## config.mk

```make
export PLATFORM = sky130hd
export DESIGN_NAME = npc_btb_flat
export DESIGN_NICKNAME = d
export VERILOG_FILES = /design/src/rtl/npc_btb_if.sv /design/src/rtl/npc_btb.sv /design/src/flat_wrapper.sv
export SDC_FILE = /design/constraint.sdc
export NUM_CORES = 1
export LEC_CHECK = 0
export BUFFER_PORTS_ARGS = -buffer_cell sky130_fd_sc_hd__buf_2
export CAP_MARGIN = 20
export CORE_MARGIN = 2
export CORE_UTILIZATION = 50
export CTS_BUF_LIST = sky130_fd_sc_hd__clkbuf_8
export CTS_CLUSTER_DIAMETER = 100
export DETAILED_ROUTE_END_ITERATION = 8
export GPL_ROUTABILITY_DRIVEN = 0
export GPL_TIMING_DRIVEN = 0
export PLACE_DENSITY = 0.82
export SLEW_MARGIN = 20
export SYNTH_ARGS = -nofsm -noshare
export SYNTH_HDL_FRONTEND = slang
export SYNTH_SLANG_ARGS = --single-unit
```

## constraint.sdc

```tcl
create_clock -name clk -period 12.4 [get_ports clk]
set_input_delay 1.86 -clock clk [delete_from_list [all_inputs] [get_ports clk]]
set_output_delay 1.86 -clock clk [all_outputs]
set_load 0.1 [all_outputs]
```

## src/rtl/npc_btb_if.sv

```systemverilog
// rtl/npc_btb_if.sv - resolve/redirect bus between decode and the next-PC unit
// Purpose: carries one resolved control-transfer report from decode per cycle
//   and returns the mispredict flush.
// Signals: res_valid, res_sel[2:0], res_pc[31:0], res_zero, res_imm[25:0],
//   res_rs[31:0], res_pred_taken, res_pred_target[31:0] (decode -> npc);
//   flush (npc -> decode).
// Modports: master = decode side, slave = next-PC unit.
interface npc_btb_if;
  logic        res_valid;
  logic [2:0]  res_sel;
  logic [31:0] res_pc;
  logic        res_zero;
  logic [25:0] res_imm;
  logic [31:0] res_rs;
  logic        res_pred_taken;
  logic [31:0] res_pred_target;
  logic        flush;

  modport master (
    output res_valid, res_sel, res_pc, res_zero, res_imm, res_rs,
           res_pred_taken, res_pred_target,
    input  flush
  );

  modport slave (
    input  res_valid, res_sel, res_pc, res_zero, res_imm, res_rs,
           res_pred_taken, res_pred_target,
    output flush
  );
endinterface

```

## src/rtl/npc_btb.sv

```systemverilog
// rtl/npc_btb.sv - fetch-side next-PC unit with direct-mapped 2-bit BTB
// Purpose: owns the fetch PC, predicts the next PC from a BTB, resolves
//   R/BEQ/J/JR/BNE reports from decode, redirects on mispredict and trains.
// Ports: clk, reset_n (async active-low), stall (hold PC), pc, pc_4,
//   pred_taken, pred_target (fetch outputs), res (npc_btb_if.slave: resolve
//   inputs and flush output).
// Macro: NPC_BTB_EN enables BTB storage; when undefined nothing is predicted
//   taken and every taken transfer redirects.
module npc_btb #(
  parameter logic [31:0] RESET_PC  = 32'h0000_3000,
  parameter int          BTB_DEPTH = 16
) (
  input  logic        clk,
  input  logic        reset_n,
  input  logic        stall,
  output logic [31:0] pc,
  output logic [31:0] pc_4,
  output logic        pred_taken,
  output logic [31:0] pred_target,
  npc_btb_if.slave    res
);

  logic [31:0] pc_q, pc_d;

  logic        is_beq, is_bne, is_j, is_jr;
  logic [31:0] res_pc_4, br_target, j_target;
  logic [31:0] act_target, act_next;
  logic        act_taken, mispredict;

  assign pc   = pc_q;
  assign pc_4 = pc_q + 32'd4;

  // Undefined select codes fall through as R-type (no control transfer).
  always_comb begin
    is_beq = 1'b0;
    is_bne = 1'b0;
    is_j   = 1'b0;
    is_jr  = 1'b0;
    case (res.res_sel)
      3'b001:  is_beq = 1'b1;
      3'b010:  is_j   = 1'b1;
      3'b011:  is_jr  = 1'b1;
      3'b100:  is_bne = 1'b1;
      default: ;
    endcase
  end

  assign res_pc_4  = res.res_pc + 32'd4;
  assign br_target = res_pc_4 + {{14{res.res_imm[15]}}, res.res_imm[15:0], 2'b00};
  assign j_target  = {res.res_pc[31:28], res.res_imm, 2'b00};

  assign act_taken  = is_j | is_jr | (is_beq & res.res_zero) | (is_bne & ~res.res_zero);
  assign act_target = is_jr ? res.res_rs : (is_j ? j_target : br_target);
  assign act_next   = act_taken ? act_target : res_pc_4;

  // The predicted target only matters when the transfer was actually taken.
  assign mispredict = res.res_valid &&
                      ((res.res_pred_taken != act_taken) ||
                       (act_taken && (res.res_pred_target != act_target)));
  assign res.flush  = mispredict;

  // Redirect wins over stall: the fetched stream is wrong anyway.
  always_comb begin
    pc_d = pc_q;
    if (mispredict)  pc_d = act_next;
    else if (!stall) pc_d = pred_target;
  end

  always_ff @(posedge clk or negedge reset_n) begin
    if (!reset_n) pc_q <= RESET_PC;
    else          pc_q <= pc_d;
  end

`ifdef NPC_BTB_EN
  localparam int IDX_W = $clog2(BTB_DEPTH);
  localparam int TAG_W = 30 - IDX_W;

  logic             valid_q [BTB_DEPTH];
  logic             valid_d [BTB_DEPTH];
  logic [TAG_W-1:0] tag_q   [BTB_DEPTH];
  logic [TAG_W-1:0] tag_d   [BTB_DEPTH];
  logic [31:0]      tgt_q   [BTB_DEPTH];
  logic [31:0]      tgt_d   [BTB_DEPTH];
  logic [1:0]       ctr_q   [BTB_DEPTH];
  logic [1:0]       ctr_d   [BTB_DEPTH];

  logic [IDX_W-1:0] lk_idx, up_idx;
  logic [TAG_W-1:0] lk_tag, up_tag;
  logic             lk_hit, up_hit, is_jump, is_r;

  // Lookup reads registered state only, so a same-cycle update is not seen.
  assign lk_idx      = pc_q[IDX_W+1:2];
  assign lk_tag      = pc_q[31:IDX_W+2];
  assign lk_hit      = valid_q[lk_idx] && (tag_q[lk_idx] == lk_tag);
  assign pred_taken  = lk_hit && ctr_q[lk_idx][1];
  assign pred_target = pred_taken ? tgt_q[lk_idx] : pc_4;

  assign up_idx  = res.res_pc[IDX_W+1:2];
  assign up_tag  = res.res_pc[31:IDX_W+2];
  assign up_hit  = valid_q[up_idx] && (tag_q[up_idx] == up_tag);
  assign is_jump = is_j | is_jr;
  assign is_r    = ~(is_beq | is_bne | is_j | is_jr);

  always_comb begin
    valid_d = valid_q;
    tag_d   = tag_q;
    tgt_d   = tgt_q;
    ctr_d   = ctr_q;
    if (res.res_valid) begin
      if (act_taken) begin
        tgt_d[up_idx] = act_target;
        if (!up_hit) begin
          valid_d[up_idx] = 1'b1;
          tag_d[up_idx]   = up_tag;
          ctr_d[up_idx]   = is_jump ? 2'b11 : 2'b10;
        end else if (is_jump || ctr_q[up_idx] == 2'b11) begin
          ctr_d[up_idx] = 2'b11;
        end else begin
          ctr_d[up_idx] = ctr_q[up_idx] + 2'b01;
        end
      end else if (up_hit) begin
        // An R-type hit means the entry aliases a non-branch: drop it.
        if (is_r)                           valid_d[up_idx] = 1'b0;
        else if (ctr_q[up_idx] != 2'b00)    ctr_d[up_idx]   = ctr_q[up_idx] - 2'b01;
      end
    end
  end

  always_ff @(posedge clk or negedge reset_n) begin
    if (!reset_n) begin
      for (int i = 0; i < BTB_DEPTH; i++) begin
        valid_q[i] <= 1'b0;
        tag_q[i]   <= '0;
        tgt_q[i]   <= '0;
        ctr_q[i]   <= 2'b00;
      end
    end else begin
      valid_q <= valid_d;
      tag_q   <= tag_d;
      tgt_q   <= tgt_d;
      ctr_q   <= ctr_d;
    end
  end
`else
  assign pred_taken  = 1'b0;
  assign pred_target = pc_4;
`endif

endmodule

```

## src/flat_wrapper.sv

```systemverilog
// flat-port wrapper written by rule: the top's interface ports become plain ports
module npc_btb_flat 
#(
  parameter logic [31:0] RESET_PC  = 32'h0000_3000,
  parameter int          BTB_DEPTH = 16
)
  (clk, reset_n, stall, pc, pc_4, pred_taken, pred_target, res_res_valid, res_res_sel, res_res_pc, res_res_zero, res_res_imm, res_res_rs, res_res_pred_taken, res_res_pred_target, res_flush);
  npc_btb_if res_i ();
  input  logic clk;
  input  logic reset_n;
  input  logic stall;
  output logic [31:0] pc;
  output logic [31:0] pc_4;
  output logic pred_taken;
  output logic [31:0] pred_target;
  input wire logic [$bits(res_i.res_valid)-1:0] res_res_valid;
  input wire logic [$bits(res_i.res_sel)-1:0] res_res_sel;
  input wire logic [$bits(res_i.res_pc)-1:0] res_res_pc;
  input wire logic [$bits(res_i.res_zero)-1:0] res_res_zero;
  input wire logic [$bits(res_i.res_imm)-1:0] res_res_imm;
  input wire logic [$bits(res_i.res_rs)-1:0] res_res_rs;
  input wire logic [$bits(res_i.res_pred_taken)-1:0] res_res_pred_taken;
  input wire logic [$bits(res_i.res_pred_target)-1:0] res_res_pred_target;
  output wire logic [$bits(res_i.flush)-1:0] res_flush;
  assign res_i.res_valid = res_res_valid;
  assign res_i.res_sel = res_res_sel;
  assign res_i.res_pc = res_res_pc;
  assign res_i.res_zero = res_res_zero;
  assign res_i.res_imm = res_res_imm;
  assign res_i.res_rs = res_res_rs;
  assign res_i.res_pred_taken = res_res_pred_taken;
  assign res_i.res_pred_target = res_res_pred_target;
  assign res_flush = res_i.flush;
  npc_btb #(.RESET_PC(RESET_PC), .BTB_DEPTH(BTB_DEPTH)) u_core (.clk(clk), .reset_n(reset_n), .stall(stall), .pc(pc), .pc_4(pc_4), .pred_taken(pred_taken), .pred_target(pred_target), .res(res_i));
endmodule
```

==> metrics.yaml, run 1 <==
grt_setup_unrepaired: "no"
die_w_um: 115
seqPwrFrac: 0.118
cp_max_fo: 10
synth_fa_ha_area_frac: 0.0664
cts_buffers: 5
peakVddDrop_mv: 0.192
status: "complete, no violations"
wl_mm: 20.3
dr.pass1.iters: 5
critPathArrivalTime_ns: 7.84
slew_violations: 0
dieArea_mm2: 0.0132
yosysSeqAreaShare: 0.131
synthArstFlopShare: 1.00
drive_gt1_frac: 0.272
final.fill_count: 1110
power_uw: 1520
grt_max_degree: 33
drtIter0Drc: 672
critPathCaptureType: "output port"
area_growth_pct: 23.1
ys_types: 64
ys_top_cells_by_count: "86 x xnor2_1, 72 x nand2_1, 68 x nor2_1, 66 x mux2i_1, 45 x xor2_1"
postSynthAreaPerCell_um2: 7.50
synth_edf_count: 0
pwr-share-comb: 0.825
holdCritPathClass: "flip-flop to flip-flop"
reg2reg_slack_ns: 9.33
swShare: 0.708
drtAntennaViolNets: 0
gr-usage-all-layers: 0.300
ys.flop_type: "dfrtp_1"
die_h_um: 115
synth_compound_area_frac: 0.179
cts_hold_buf: 0
synth.most_common_cell: "xnor2_1"
yosysWarnings: 0
tightest_slew_ns: 0.866
core_mm2: 0.0120
r2r_start: "u_core.pc[2]$_DFFE_PN0P_"
critical_path.startpoint_type: "input pin"
clock.fmax_mhz: 103
yosys.area_share.simple: 0.229
final_hold_viol_count: 0
cts_buffer_depth: 2
ys_ff_latch: 32
synth_top_family_by_area: "simple AND/OR/NAND/NOR gates"
grt.overflow.total: 0
cts.sinks: 32
cp-endpoint: "res_flush"
post_cts_buffers: 0
vias: 7024
cp-startpoint: "res_res_pc[10]"
p_leak_uw: 0.00354
synth-xor-area-share: 0.187
placementRows: 40
min_period_ns: 9.70
fin_skew_ns: 0.00718
postSynthCellCount: 819
synth_top_area_share: 0.123
ioPinCount: 229
slew_headroom: 0.423
placement.io_buffers: 226
dpl.hpwl_mm: 17.0
largest_reg_flops: 32
synthMuxAreaShare: 0.122
routedWlPerCell_um: 16.9
critPathRequiredTime_ns: 10.54
antenna_found_initial: 2
cts_tree: "built"
syn_area_mm2: 0.00615
syn_nets: 982
drcViolationCount: 0
yosysTopAreaCell: "xnor2_1"
powerDensity_mw_per_mm2: 201
clk-insertion-delay-late_ns: 0.28
cts-root-buf: "clkbuf_8"
clkPwrFrac: 0.057
p_int_uw: 443
grt_pass1_vias: 6300
worstSetupPathType: "input pin to output port"
cts_htree_levels: 2
setup_violations: 0
maxCapViolCount: 0
cts.repair.resized: 0
reg2reg_to: "u_core.pc[28]$_DFFE_PN0P_"
clk_pin_slew_ns: 0.07
synth.area.top_cells: "xnor2_1 12%, dfrtp_1 12%, mux2i_1 11%"
period_share: 0.782
start_util: 0.512
drt-vias-per-instance: 5.84
nets: 1215
finalSetupTns_ns: 0
grt_first_pass_wirelength_mm: 31.6
p_switching_uw: 1080
r2r_cells: 12
## routing by layer
layer	track usage	wire length (µm)	vias up
met2	0.506	9480	373
met4	0.104	686	0
li1	-	-	3385
met1	0.410	8420	3212
met3	0.0153	1700	54
met5	0	0	-
## cells in the final DEF (no fill, tap or decap), types with 3 or more instances in the layout
cell	instances
nand3b_1	4
nand4_1	24
buf_1	4
a21oi_1	38
buf_2	227
a211oi_1	11
buf_4	35
dfrtp_1	30
nor3_1	18
mux2i_1	66
nand2b_1	8
clkbuf_1	35
o21a_1	8
a21o_1	9
o31ai_1	5
a31oi_1	14
nand3_1	31
xnor2_1	86
inv_1	18
and3_1	9
a311oi_1	3
xor2_1	45
nor4_1	8
mux2_2	6
o311ai_0	3
and4_1	4
nand2_1	72
or4_1	4
nor2b_1	13
clkbuf_8	7
or3_1	9
nor2_1	68
ha_1	31
o21ai_0	42
buf_6	4
o211ai_1	11
and2_1	5
## worst min path at each step
stage	from	end	slack, ns	cells after the start
global route	u_core.pc[1]$_DFFE_PN0P_	u_core.pc[1]$_DFFE_PN0P_	0.61	2
detailed placement	u_core.pc[0]$_DFFE_PN0P_	u_core.pc[0]$_DFFE_PN0P_	0.56	2
finish	u_core.pc[1]$_DFFE_PN0P_	u_core.pc[1]$_DFFE_PN0P_	0.57	2
global placement	u_core.pc[0]$_DFFE_PN0P_	u_core.pc[0]$_DFFE_PN0P_	0.55	2
CTS	u_core.pc[0]$_DFFE_PN0P_	u_core.pc[0]$_DFFE_PN0P_	0.57	2
floorplan	u_core.pc[12]$_DFFE_PN1P_	u_core.pc[12]$_DFFE_PN1P_	0.82	2
## power by group through the flow
stage | Combinational (µW) | Sequential (µW) | Clock (µW)
global route | 1300 | 185 | 92.3
global placement | 1240 | 178 | 0
finish | 1250 | 179 | 86.8
detailed placement | 1250 | 180 | 0
floorplan | 844 | 391 | 0
CTS | 1250 | 178 | 87.1
## stage by stage
step | area (µm²) | setup slack (ns) | util | std cells | hold slack, ns
final | 7570 | 2.70 | 0.630 | 1202 | 0.574
after global placement | 7460 | 2.85 | 0.621 | 1192 | 0.549
after detailed placement | 7460 | 2.76 | 0.621 | 1192 | 0.561
after global routing | 7570 | 2.25 | 0.630 | 1202 | 0.607
after floorplan | 6150 | 3.83 | - | 819 | 0.820
after CTS | 7560 | 2.75 | 0.629 | 1200 | 0.572
## worst max-delay path, cell delays in order
cell and delay (ns):
buf_2 0.12, and4_1 0.25, nand3_1 0.18, or4_1 0.57, or2_2 0.30, clkbuf_1 0.17, nor2_1 0.15, xor2_1 0.29
ha_1 0.29, clkbuf_1 0.20, a21oi_1 0.26, and2_1 0.20, nand2_1 0.06, or4b_2 0.63, a31oi_1 0.25, xor2_1 0.11
o21ai_0 0.44, xnor2_1 0.18, nand4_1 0.16, o41ai_4 0.55, buf_6 0.26, inv_1 0.05, buf_2 0.28
## cells by family (layout without fill, tap and decap cells)
logic type	after synthesis	count (layout)
AOI/OAI and AO/OA	168	168
xor gates and xnor gates	131	131
adders and majority gates	32	32
buffers and inverters	96	330
DFF	32	32
muxes	74	74
other	1	3
and+or+nand+nor	285	285
## layout make-up
type                       count  area (µm²)  area share
clock buffer                   7        96.3      0.0127
timing repair buffer         226        1130       0.149
sequential                    32         803       0.106
clock inverter                 1        3.75    0.000496
antenna                        2        5.00    0.000661
multi-input combinational    691        4820       0.637
inverter                      17        63.8     0.00843
buffer                        79         459      0.0607
tap                          147         184      0.0243
No activity file was read; power rests on OpenSTA's default activity.
==> run 2: changes to the inputs <==
- clock period: 12.4 -> 9.1 ns (I/O delays scaled with it)
==> metrics.yaml, run 2 (synthesized netlist as in run 1, its figures left out) <==
status: "complete, no violations"
cp-startpoint: "res_res_pc[10]"
min-delay-start: "u_core.pc[1]$_DFFE_PN0P_"
p_leak_uw: 0.00354  # about the same
drive_gt1_frac: 0.273  # +0.000950
vias: 7017  # -0.10%
grt_first_pass_wirelength_mm: 31.6  # unchanged
cts_hold_buf: 0  # unchanged
critical_path.startpoint_type: "input pin"
peakVddDrop_mv: 0.262  # +36%
min_period_ns: 8.76
dr.pass1.iters: 6  # +1
placement.io_buffers: 226  # unchanged
grt_setup_unrepaired: "no"
gr-usage-all-layers: 0.300  # unchanged
final_common_cell: "buf_2"
critPathArrivalTime_ns: 7.39  # -0.45 ns
slew_headroom: 0.404  # -0.0186
holdCritPathClass: "flip-flop to flip-flop"
worstSetupPathType: "input pin to output port"
post-route-util: 0.630  # about the same
core_mm2: 0.0120  # unchanged
mostFrequentLayoutCells: "227 x buf_2, 86 x xnor2_1, 72 x nand2_1, 68 x nor2_1, 66 x mux2i_1"
finalSetupTns_ns: 0  # unchanged
clk_pin_slew_ns: 0.07  # about the same
critPathCaptureType: "output port"
largest_reg_flops: 32  # unchanged
cts_htree_levels: 2  # unchanged
drtIter0Drc: 662  # -1.5%
antenna_found_initial: 2  # unchanged
r2r_start: "u_core.pc[2]$_DFFE_PN0P_"
dpl.hpwl_mm: 17.0  # unchanged
cp_cell_sequence: "buf_2, and4_1, nand3_1, or4_1, or2_2, clkbuf_1, nor2_1, xor2_1, ha_1, clkbuf_1, a21oi_1, and2_1, nand2_1, or4b_2, a31oi_1, xor2_1, o21ai_0, xnor2_1, nand4_1, o41ai_4, buf_6, inv_1, buf_2"
period_share: 0.962
drcViolationCount: 0  # unchanged
post_cts_buffers: 0  # unchanged
critPathSlowestCell: "or4b_2"
grt_pass1_vias: 6300  # unchanged
cts.sinks: 32  # unchanged
nets: 1215  # unchanged
grt_max_degree: 33  # unchanged
drt-vias-per-instance: 5.84  # about the same
wl_mm: 20.4  # +0.33%
grt.overflow.total: 0  # unchanged
maxCapViolCount: 0  # unchanged
final_hold_viol_count: 0  # unchanged
routedWlPerCell_um: 16.9  # +0.33%
fin_skew_ns: 0.00720  # +0.0000183 ns
die_w_um: 115  # unchanged
final.fill_count: 1108  # -0.18%
cts_buffer_depth: 2  # unchanged
die_h_um: 115  # unchanged
cts-root-buf: "clkbuf_8"
clock.fmax_mhz: 114
start_util: 0.512  # unchanged
design_area_mm2: 0.00757  # about the same
cp_max_fo: 10  # unchanged
critPathRequiredTime_ns: 7.74  # -2.80 ns
cts_tree: "built"
placementRows: 40  # unchanged
powerDensity_mw_per_mm2: 273  # +36%
area_growth_pct: 23.2  # about the same
tightest_slew_ns: 0.894  # +0.0279 ns
slowest_delay_ns: 0.64  # about the same
drtAntennaViolNets: 0  # unchanged
slew_violations: 0  # unchanged
setup_violations: 0  # unchanged
place_area_mm2: 0.00746  # unchanged
ioPinCount: 229  # unchanged
dieArea_mm2: 0.0132  # unchanged
cts_buffers: 5  # unchanged
clk-insertion-delay-late_ns: 0.28  # about the same
[run 2: worst paths after layout]
kind / cells after the start / slack (ns) / to
setup / recovery: 23 / 0.34 / res_flush
hold / removal: 2 / 0.57 / u_core.pc[1]$_DFFE_PN0P_
setup reg to reg: 12 / 6.02 / u_core.pc[28]$_DFFE_PN0P_
hold reg to reg: 2 / 0.57 / u_core.pc[1]$_DFFE_PN0P_
max in group asynchronous: 1 / 7.52 / u_core.pc[16]$_DFFE_PN0P_
min in group asynchronous: 1 / 1.13 / u_core.pc[1]$_DFFE_PN0P_
[run 2: final cells by class]
type,instances,area [µm²],share of cell area
timing repair buffer,226,1130,0.149
clock inverter,1,3.75,0.000496
clock buffer,7,96.3,0.0127
multi-input combinational,691,4830,0.637
buffer,79,459,0.0606
inverter,17,63.8,0.00843
sequential,32,803,0.106
antenna,2,5.00,0.000661
tap,147,184,0.0243
[run 2: per-layer routing]
layer  part of all wire  track usage
met3              0.080       0.0153
met2               0.47        0.506
met1               0.42        0.410
met4              0.034        0.104
met5                  0            0
[run 2: repair_timing]
item | 4_1_cts | 5_1_grt
endpoints found under the hold margin | 0 | 0
resized for setup | 0 | 1
endpoints found under the setup margin | 0 | 1
[run 2: report_power, final]
part           total, µW  internal [µW]  switching, µW
Sequential           244            184           60.1
Combinational       1710            352           1360
Clock                119           67.9           50.9
Total               2070            604           1470
[run 2: metrics by stage]
| stage | worst slack, ns | hold slack [ns] | cells | total power, µW |
|---|---|---|---|---|
| 6_report | 0.344 | 0.574 | 1202 | 2070 |
| 5_1_grt | 0.0274 | 0.607 | 1202 | 2150 |
| 4_1_cts | 0.441 | 0.572 | 1200 | 2060 |
| 3_5_place_dp | 0.449 | 0.561 | 1192 | 1940 |
| 3_3_place_gp | 0.540 | 0.549 | 1192 | 1930 |
| 2_1_floorplan | 1.52 | 0.820 | 819 | 1680 |
[run 2: critical path: cells and delay by family]
family,cells,cell delay [ns]
compound gates,4,1.52
buf+inv,6,1.09
simple gates,9,2.53
fa+ha+maj,1,0.29
xor+xnor,3,0.59
==> run 3: changes to the inputs <==
- CORE_UTILIZATION: 50 -> 35
- PLACE_DENSITY: 0.82 -> 0.61
==> metrics.yaml, run 3 (synthesized netlist as in run 1, its figures left out) <==
wl_met3_mm: 1.18  # -28%
fin_skew_ns: 0.00690  # -0.000298 ns
tightest_slew_ns: 0.885  # -0.00891 ns
slew_violations: 0  # unchanged
cp_top_family: "simple AND/OR/NAND/NOR gates"
maxCapViolCount: 0  # unchanged
largest_reg_flops: 32  # unchanged
vias: 6756  # -3.7%
drive_gt1_frac: 0.273  # +0.000690
cts.repair.resized: 0  # unchanged
post-route-util: 0.445  # -0.185
period_share: 0.930  # -0.0319
placementRows: 48  # +20%
cp_cell_sequence: "buf_2, and4_1, nand3_1, or4_1, or2_2, clkbuf_1, nor2_1, xor2_1, ha_1, clkbuf_1, a21oi_1, and2_1, nand2_1, or4b_2, a31oi_1, xor2_1, o21ai_0, xnor2_1, nand4_1, o41ai_4, buf_6, inv_1, buf_2"
dieArea_mm2: 0.0186  # +41%
cts_tree: "built"
top_layer: "met4"
area_growth_pct: 24.9
wl_met2_mm: 10.4  # +9.0%
grt.overflow.total: 0  # unchanged
antenna_found_initial: 2  # unchanged
slew_headroom: 0.405  # +0.000501
grt_max_degree: 33  # unchanged
dpl.hpwl_mm: 18.4  # +8.2%
cts_htree_levels: 2  # unchanged
core_mm2: 0.0172  # +43%
die_w_um: 137  # +19%
grt_pass1_vias: 6012  # -4.6%
p_leak_uw: 0.00354  # about the same
die_h_um: 137  # +19%
holdPathStages: 2  # unchanged
nets: 1217  # +0.16%
gr-usage-all-layers: 0.221  # -0.0793
critPathRequiredTime_ns: 7.74  # about the same
cts-root-buf: "clkbuf_8"
clk-insertion-delay-late_ns: 0.28  # about the same
critPathArrivalTime_ns: 7.10  # -0.29 ns
powerDensity_mw_per_mm2: 269  # -1.5%
setup_violations: 0  # unchanged
final_hold_viol_count: 0  # unchanged
cts.sinks: 32  # unchanged
placement.io_buffers: 226  # unchanged
start_util: 0.357  # -0.155
routedWlPerCell_um: 16.8  # -0.66%
whs_ns: 0.571  # -0.00278 ns
cp_max_fo: 10  # unchanged
grt_first_pass_wirelength_mm: 32.0  # +1.1%
dr.pass1.iters: 6  # unchanged
r2r_cells: 12  # unchanged
drt-vias-per-instance: 5.27  # -9.7%
final.fill_count: 1798  # +62%
peakVddDrop_mv: 0.271  # +3.4%
critPathSlowestCell: "or4b_2"
worstSetupPathType: "input pin to output port"
drtIter0Drc: 436  # -34%
wl_mm: 21.5  # +5.9%
critical_path.startpoint_type: "input pin"
final_common_cell: "buf_2"
dp.cells: 1270  # +6.5%
min_period_ns: 8.47  # -0.290 ns
drt-met1-wl_mm: 9.57  # +12%
multi_input_area_mm2: 0.00482  # -0.13%
ioPinCount: 229  # unchanged
crit_cells: 23  # unchanged
holdCritPathClass: "flip-flop to flip-flop"
mostFrequentLayoutCells: "227 x buf_2, 86 x xnor2_1, 72 x nand2_1, 68 x nor2_1, 66 x mux2i_1"
clock.fmax_mhz: 118  # +3.4%
critPathBufInv: 6  # unchanged
regArea_um2: 803  # unchanged
drtAntennaViolNets: 0  # unchanged
finalSetupTns_ns: 0  # unchanged
cts_buffer_depth: 2  # unchanged
grt_setup_unrepaired: "no"
slowest_delay_ns: 0.64  # about the same
clk_pin_slew_ns: 0.06  # about the same
stdcell_count: 1281  # +6.6%
cts_buffers: 5  # unchanged
place_area_mm2: 0.00756  # +1.3%
design_area_mm2: 0.00767  # +1.4%
status: "complete, no violations"
critPathCaptureType: "output port"
drcViolationCount: 0  # unchanged
## run 3: layout make-up
cell class	count	area share
multi-input combinational	691	0.628
timing repair buffer	228	0.149
sequential	32	0.105
buffer	79	0.0598
tap	225	0.0367
clock buffer	7	0.0126
inverter	17	0.00831
antenna	2	0.000652
## run 3: through the flow
stage	worst slack, ns	power (µW)
after global routing	0.238	2150
final	0.635	2070
after global placement	0.470	1940
after floorplan	1.52	1680
after CTS	0.407	2070
after detailed placement	0.422	1950
## run 3: worst paths after layout
path                                     startpoint                   endpoint  slack, ns
setup / recovery                     res_res_pc[10]                  res_flush       0.63
hold / removal             u_core.pc[1]$_DFFE_PN0P_   u_core.pc[1]$_DFFE_PN0P_       0.57
setup reg to reg           u_core.pc[2]$_DFFE_PN0P_  u_core.pc[30]$_DFFE_PN0P_       6.04
hold reg to reg            u_core.pc[1]$_DFFE_PN0P_   u_core.pc[1]$_DFFE_PN0P_       0.57
max in group asynchronous                   reset_n  u_core.pc[15]$_DFFE_PN0P_       7.51
min in group asynchronous                   reset_n   u_core.pc[1]$_DFFE_PN0P_       1.12
## run 3: power breakdown
group | internal, µW | switching (µW) | leakage (µW) | total [µW]
sequential | 184 | 60.9 | 0.000368 | 245
clock | 67.3 | 48.1 | 0.0000503 | 115
combinational | 352 | 1350 | 0.00313 | 1710
total | 604 | 1460 | 0.00354 | 2070
## run 3: routing by layer
layer | up-vias | GRT usage
met5 | - | 0
met4 | 0 | 0.0625
met3 | 21 | 0.0144
met2 | 233 | 0.381
met1 | 3118 | 0.297
li1 | 3384 | -
## run 3: timing repair
action,CTS,global route
hold buffers,0,0
setup buffers,0,2
endpoints found under the setup margin,0,1
## run 3: worst min-delay path, stage by stage, from the launching register on
cell     delay [ns]
dfrtp_1        0.40
inv_1          0.07
mux2i_1        0.06
